File: src/rtl/systolic_drain_ctrl_if.sv
// Result stream from the drain controller to the output interface.
// Valid/ready handshake; msg is only meaningful while val is high.
interface systolic_drain_ctrl_if #(
  parameter int WIDTH = 32
);
  logic [WIDTH-1:0] msg;
  logic             val;
  logic             rdy;

  modport master (
    output msg,
    output val,
    input  rdy
  );

  modport slave (
    input  msg,
    input  val,
    output rdy
  );
endinterface

File: src/rtl/systolic_drain_ctrl.sv
// Drains SIZE x SIZE PE accumulators onto a val/rdy stream after a settle
// interval, then pulses a global accumulator clear and done.
module systolic_drain_ctrl #(
  parameter int SIZE   = 16,
  parameter int WIDTH  = 32,
  parameter int SETTLE = 30
) (
  input  logic                    clk,
  input  logic                    rst,
  input  logic                    start_i,
  input  logic                    col_major_i,
  output logic                    busy_o,
  output logic [$clog2(SIZE)-1:0] row_sel_o,
  output logic [$clog2(SIZE)-1:0] col_sel_o,
  input  logic [WIDTH-1:0]        pe_result_i,
  systolic_drain_ctrl_if.master   out,
  output logic                    acc_clr_o,
  output logic                    done_o
);

  localparam int AW = $clog2(SIZE);
  localparam int CW = (SETTLE > 1) ? $clog2(SETTLE) : 1;
  localparam logic [AW-1:0] LAST = AW'(SIZE - 1);
  localparam logic [CW-1:0] CNT_INIT = CW'(SETTLE - 1);

  typedef enum logic [1:0] {
    S_IDLE,
    S_SETTLE,
    S_SEND,
    S_CLEAR
  } state_e;

  state_e          state_q, state_d;
  logic [AW-1:0]   row_q, row_d;
  logic [AW-1:0]   col_q, col_d;
  logic [CW-1:0]   cnt_q, cnt_d;
  logic            order_q, order_d;

  logic            xfer;
  logic            last_pe;
  logic            val;
  logic            clr;

  always_ff @(posedge clk) begin
    if (rst) begin
      state_q <= S_IDLE;
      row_q   <= '0;
      col_q   <= '0;
      cnt_q   <= '0;
      order_q <= 1'b0;
    end else begin
      state_q <= state_d;
      row_q   <= row_d;
      col_q   <= col_d;
      cnt_q   <= cnt_d;
      order_q <= order_d;
    end
  end

  assign xfer    = val & out.rdy;
  assign last_pe = (row_q == LAST) & (col_q == LAST);

  always_comb begin
    state_d = state_q;
    row_d   = row_q;
    col_d   = col_q;
    cnt_d   = cnt_q;
    order_d = order_q;
    val     = 1'b0;
    clr     = 1'b0;
    unique case (state_q)
      S_IDLE: begin
        if (start_i) begin
          order_d = col_major_i;
          row_d   = '0;
          col_d   = '0;
          if (SETTLE > 0) begin
            state_d = S_SETTLE;
            cnt_d   = CNT_INIT;
          end else begin
            state_d = S_SEND;
          end
        end
      end
      S_SETTLE: begin
        if (cnt_q == '0) begin
          state_d = S_SEND;
        end else begin
          cnt_d = cnt_q - CW'(1);
        end
      end
      S_SEND: begin
        val = 1'b1;
        if (xfer) begin
          if (last_pe) begin
            state_d = S_CLEAR;
            row_d   = '0;
            col_d   = '0;
          end else if (!order_q) begin
            // row-major: column is the fast index
            if (col_q == LAST) begin
              col_d = '0;
              row_d = row_q + AW'(1);
            end else begin
              col_d = col_q + AW'(1);
            end
          end else begin
            if (row_q == LAST) begin
              row_d = '0;
              col_d = col_q + AW'(1);
            end else begin
              row_d = row_q + AW'(1);
            end
          end
        end
      end
      S_CLEAR: begin
        clr     = 1'b1;
        state_d = S_IDLE;
      end
      default: begin
        state_d = S_IDLE;
      end
    endcase
  end

  assign out.val   = val;
  assign out.msg   = pe_result_i;
  assign row_sel_o = row_q;
  assign col_sel_o = col_q;
  assign busy_o    = (state_q != S_IDLE);
  assign acc_clr_o = clr;
  assign done_o    = clr;

endmodule

File: src/flat_wrapper.sv
// flat-port wrapper written by rule: the top's interface ports become plain ports
module systolic_drain_ctrl_flat 
#(
  parameter int SIZE   = 16,
  parameter int WIDTH  = 32,
  parameter int SETTLE = 30
)
  (clk, rst, start_i, col_major_i, busy_o, row_sel_o, col_sel_o, pe_result_i, acc_clr_o, done_o, out_msg, out_val, out_rdy);
  systolic_drain_ctrl_if #(.WIDTH(WIDTH)) out_i ();
  input  logic clk;
  input  logic rst;
  input  logic start_i;
  input  logic col_major_i;
  output logic busy_o;
  output logic [$clog2(SIZE)-1:0] row_sel_o;
  output logic [$clog2(SIZE)-1:0] col_sel_o;
  input  logic [WIDTH-1:0] pe_result_i;
  output logic acc_clr_o;
  output logic done_o;
  output wire logic [$bits(out_i.msg)-1:0] out_msg;
  output wire logic [$bits(out_i.val)-1:0] out_val;
  input wire logic [$bits(out_i.rdy)-1:0] out_rdy;
  assign out_msg = out_i.msg;
  assign out_val = out_i.val;
  assign out_i.rdy = out_rdy;
  systolic_drain_ctrl #(.SIZE(SIZE), .WIDTH(WIDTH), .SETTLE(SETTLE)) u_core (.clk(clk), .rst(rst), .start_i(start_i), .col_major_i(col_major_i), .busy_o(busy_o), .row_sel_o(row_sel_o), .col_sel_o(col_sel_o), .pe_result_i(pe_result_i), .out(out_i), .acc_clr_o(acc_clr_o), .done_o(done_o));
endmodule
File: config.mk
export PLATFORM = sky130hd
export DESIGN_NAME = systolic_drain_ctrl_flat
export DESIGN_NICKNAME = d
export VERILOG_FILES = /design/src/rtl/systolic_drain_ctrl_if.sv /design/src/rtl/systolic_drain_ctrl.sv /design/src/flat_wrapper.sv
export SDC_FILE = /design/constraint.sdc
export NUM_CORES = 1
export LEC_CHECK = 0
export CORE_AREA = 2 2 65 67
export CTS_CLUSTER_SIZE = 25
export DETAILED_ROUTE_END_ITERATION = 6
export DIE_AREA = 0 0 67 69
export GPL_ROUTABILITY_DRIVEN = 0
export PLACE_DENSITY = 0.73
export SLEW_MARGIN = 20
export SYNTH_ARGS = -nofsm -noshare
export SYNTH_HDL_FRONTEND = slang
export SYNTH_SLANG_ARGS = --single-unit
File: constraint.sdc
create_clock -name clk -period 2.05 [get_ports clk]
set_clock_uncertainty 0.2 [all_clocks]
set_input_delay 0.205 -clock clk [delete_from_list [all_inputs] [get_ports clk]]
set_output_delay 0.205 -clock clk [all_outputs]
set_load 0.01 [all_outputs]
==> flow_summary.yaml <==
clocking:
  clock_sinks: 16
  cts.clk_slew.worst_paths_ns: 0.07
  clk_latency_ns: 0.26
  cts_buffers: 3
  post_cts_buffers: 0
  cts_root_buf: "clkbuf_8"
  tritoncts: "done"
  cts_max_path_buffers: 2
  htreeDepth: 1
  hold_buffers: 0
  cts-resized-gates: 2
power:
  switching_share_pct: 37.08
  power_frac_clock_pct: 19.9
  p_sw_mw: 0.5485
  p_total_mw: 1.479
  ir_drop_v: 0.0002867
  power.internal_mw: 0.9308
  seqPwrFrac_pct: 29.2
  power_leakage_nw: 0.5508
  combPwrFrac_pct: 50.9
  cellPowerDensity_mw_per_mm2: 1089
floorplan:
  start_util_pct: 32.03
  core_area_mm2: 0.003914
  dieArea_mm2: 0.004623
  dieWidth_um: 67
  ios: 81
  rows: 23
  die_h_um: 69
routing:
  vias: 948
  dr.first_iter.drc_count: 35
  drt-wirelength-per-cell_um: 11.60
  ant_nets: 0
  via_per_inst: 4.788
  drt-total-wl_um: 2296
  drcViolationCount: 0
  first_pass_iters: 4
placement:
  placed_area_mm2: 0.001301
  place_ws_ns: 0.1013
  io_buffers: 16
  hpwl_um: 1772
logic_synthesis:
  yosysUniqueCellTypes: 34
  synth_warnings: 0
  syn_inst: 153
  yosys.area_share.simple_pct: 18.96
  synth_top_area_cell: "dfxtp_1"
  syn_nets: 198
  synth-xor-area-share_pct: 0.6986
  yosysTopAreaCellShare_pct: 25.55
  syn_area_per_cell_um2: 8.194
  synth_seq_cells: 16
  synth_area_leaders: "dfxtp_1, buf_4, ha_1"
  muxShareOfSynthArea_pct: 6.487
  synth-compound-area-share_pct: 14.97
  ys_seq_area_share_pct: 25.55
  synthAdderAreaFrac_pct: 7.984
  synth_top_family_by_area: "buffers and inverters"
  syn_area_mm2: 0.001254
sta:
  setup_ws_ns: 0.1146
  setup_viol: 0
  fin_crit_ns: 1.935
  rsz0062_at_grt: "false"
  finalHoldViolations: 0
  relSlewSlack_pct: 77.54
  tightest_slew_ns: 0.3322
  slew_viol_final: 0
  max_freq_mhz: 516.7
  period_share_pct: 94.41
  tns_ns: 0
layout:
  drive_above_1_share_pct: 15.54
  antennaDiodeCount: 0
  fin_nets: 194
  final_cell_area_mm2: 0.001359
  final_core_util_pct: 34.72
  area_growth_pct: 8.383
critical_path:
  worstPathBufferInverterCount: 1
  critical_path.top_delay_family: "simple AND/OR/NAND/NOR gates"
  cp_cell_sequence: "inv_1 -> ha_2 -> or4b_1 -> a221oi_2 -> nand3_1 -> mux2i_1"
  rr_startpoint: "u_core.cnt_q[0]$_SDFFE_PP0P_"
  worstSetupEndpoint: "u_core.state_q[1]$_SDFFE_PP0P_"
  startpoint: "u_core.cnt_q[0]$_SDFFE_PP0P_"
  crit_arrival_ns: 1.89
  rr_endpoint: "u_core.state_q[1]$_SDFFE_PP0P_"
  cp_data_required_time_ns: 2.00
  setup.worst_path.class: "register to register"
  critPathCaptureType: "register"
  cpPeakStageDelay_ns: 0.48
  r2r_slack_ns: 0.11
  cp_max_fo: 5
  crit_path_top_delay_cell: "or4b_1"
  cp_num_cells: 6
  startpoint_type: "register"
  rr_worst_depth: 6
grt:
  grt_usage_pct: 11.25
  overflow: 0
  grt_start_max_net_pins: 12
  grt_pass1_vias: 923
  grt_pass1_wl_um: 4008
  grt_antenna_before_repair: 0
flow_run:
  cap_violations: 0
status:
  status: "completed"
worst_hold_path:
  hp-class: "input port to output pin"
  hold_path_depth: 0
## metrics by stage
stage / hold WS, ns / std cells
2_1_floorplan: 0.1525 / 153
3_3_place_gp: 0.2101 / 194
3_5_place_dp: 0.2101 / 194
4_1_cts: 0.2101 / 198
5_1_grt: 0.2100 / 198
6_report: 0.2100 / 198
## flip-flops by register name (all words and copies together), names as in the netlist
name,cells
u_core.cnt_q,5
u_core.col_sel_o,4
u_core.order_q,1
u_core.row_sel_o,4
u_core.state_q,2
## layout by cell type, fill, tap and decap left out, drive strengths merged
master	count
dfxtp	16
clkdlybuf4s50	15
buf	14
nand2	11
inv	10
a21oi	10
ha	8
nand3	7
mux2i	7
nand2b	4
nor2	4
and2	4
clkbuf	4
o21ai	3
and3	3
a31oi	3
or3	3
nor2b	2
nand3b	2
a311o	2
nand4	2
o32ai	2
a311oi	2
or4b	1
a221oi	1
mux2	1
nor4b	1
o21bai	1
a211oi	1
xnor2	1
o31ai	1
o211ai	1
dlygate4sd2	1
## power groups by stage
stage          sequential (mW)  clock (mW)  combinational (mW)
2_1_floorplan            0.427           0               0.604
3_3_place_gp             0.435           0               0.752
3_5_place_dp             0.434           0               0.764
4_1_cts                  0.431       0.305               0.756
5_1_grt                  0.442       0.318               0.837
6_report                 0.431       0.295               0.753
## cell usage after synthesis
library cell   n
or3_1          3
buf_6          1
o21ai_0        3
nand3b_1       2
dfxtp_1       16
a311oi_1       2
o31ai_1        1
nor4b_1        1
a211oi_1       1
and3_1         3
nand2_1       11
a21oi_2        1
xnor2_1        1
a21oi_1        9
nand3_1        7
buf_4         33
o21bai_1       1
a31oi_1        3
nand4_1        2
a221oi_2       1
mux2i_1        7
nor2_1         4
and2_1         4
inv_1         10
mux2_2         1
or4b_1         1
clkbuf_1       3
a311o_1        2
nor2b_1        2
nand2b_1       4
o211ai_1       1
o32ai_1        2
ha_1           8
buf_2          2
## cell families (layout without fill, tap and decap cells)
family,Yosys count,in the layout
compound gates,27,27
xor+xnor,1,1
fa+ha+maj,8,8
buf+inv,49,44
flops,16,16
mux,8,8
simple gates,44,44
## worst min-delay path by stage
stage	slack [ns]	to	from
floorplan	0.15	u_core.order_q$_SDFFE_PP0P_	col_major_i
global placement	0.21	out_msg[16]	pe_result_i[16]
detailed placement	0.21	out_msg[16]	pe_result_i[16]
CTS	0.21	out_msg[16]	pe_result_i[16]
global route	0.21	out_msg[22]	pe_result_i[22]
finish	0.21	out_msg[0]	pe_result_i[0]
## routing by layer
| layer | track usage (%) | part of all wire (%) | vias up | wire length, um |
|---|---|---|---|---|
| met3 | 3.589 | 6.4 | 8 | 148 |
| met5 | 0 | 0 | - | 0 |
| met4 | 9.297 | 3.3 | 0 | 76 |
| met1 | 13.25 | 47 | 429 | 1086 |
| met2 | 16.17 | 43 | 24 | 984 |
| li1 | - | - | 487 | - |
## layout make-up
type	count	area (um2)
sequential	16	321.6
multi-input combinational	88	618.1
timing repair buffer	30	264.0
fill	417	2555
clock buffer	4	55.05
inverter	10	37.54
tap	50	62.56
Power figures use the tool's default switching activity.
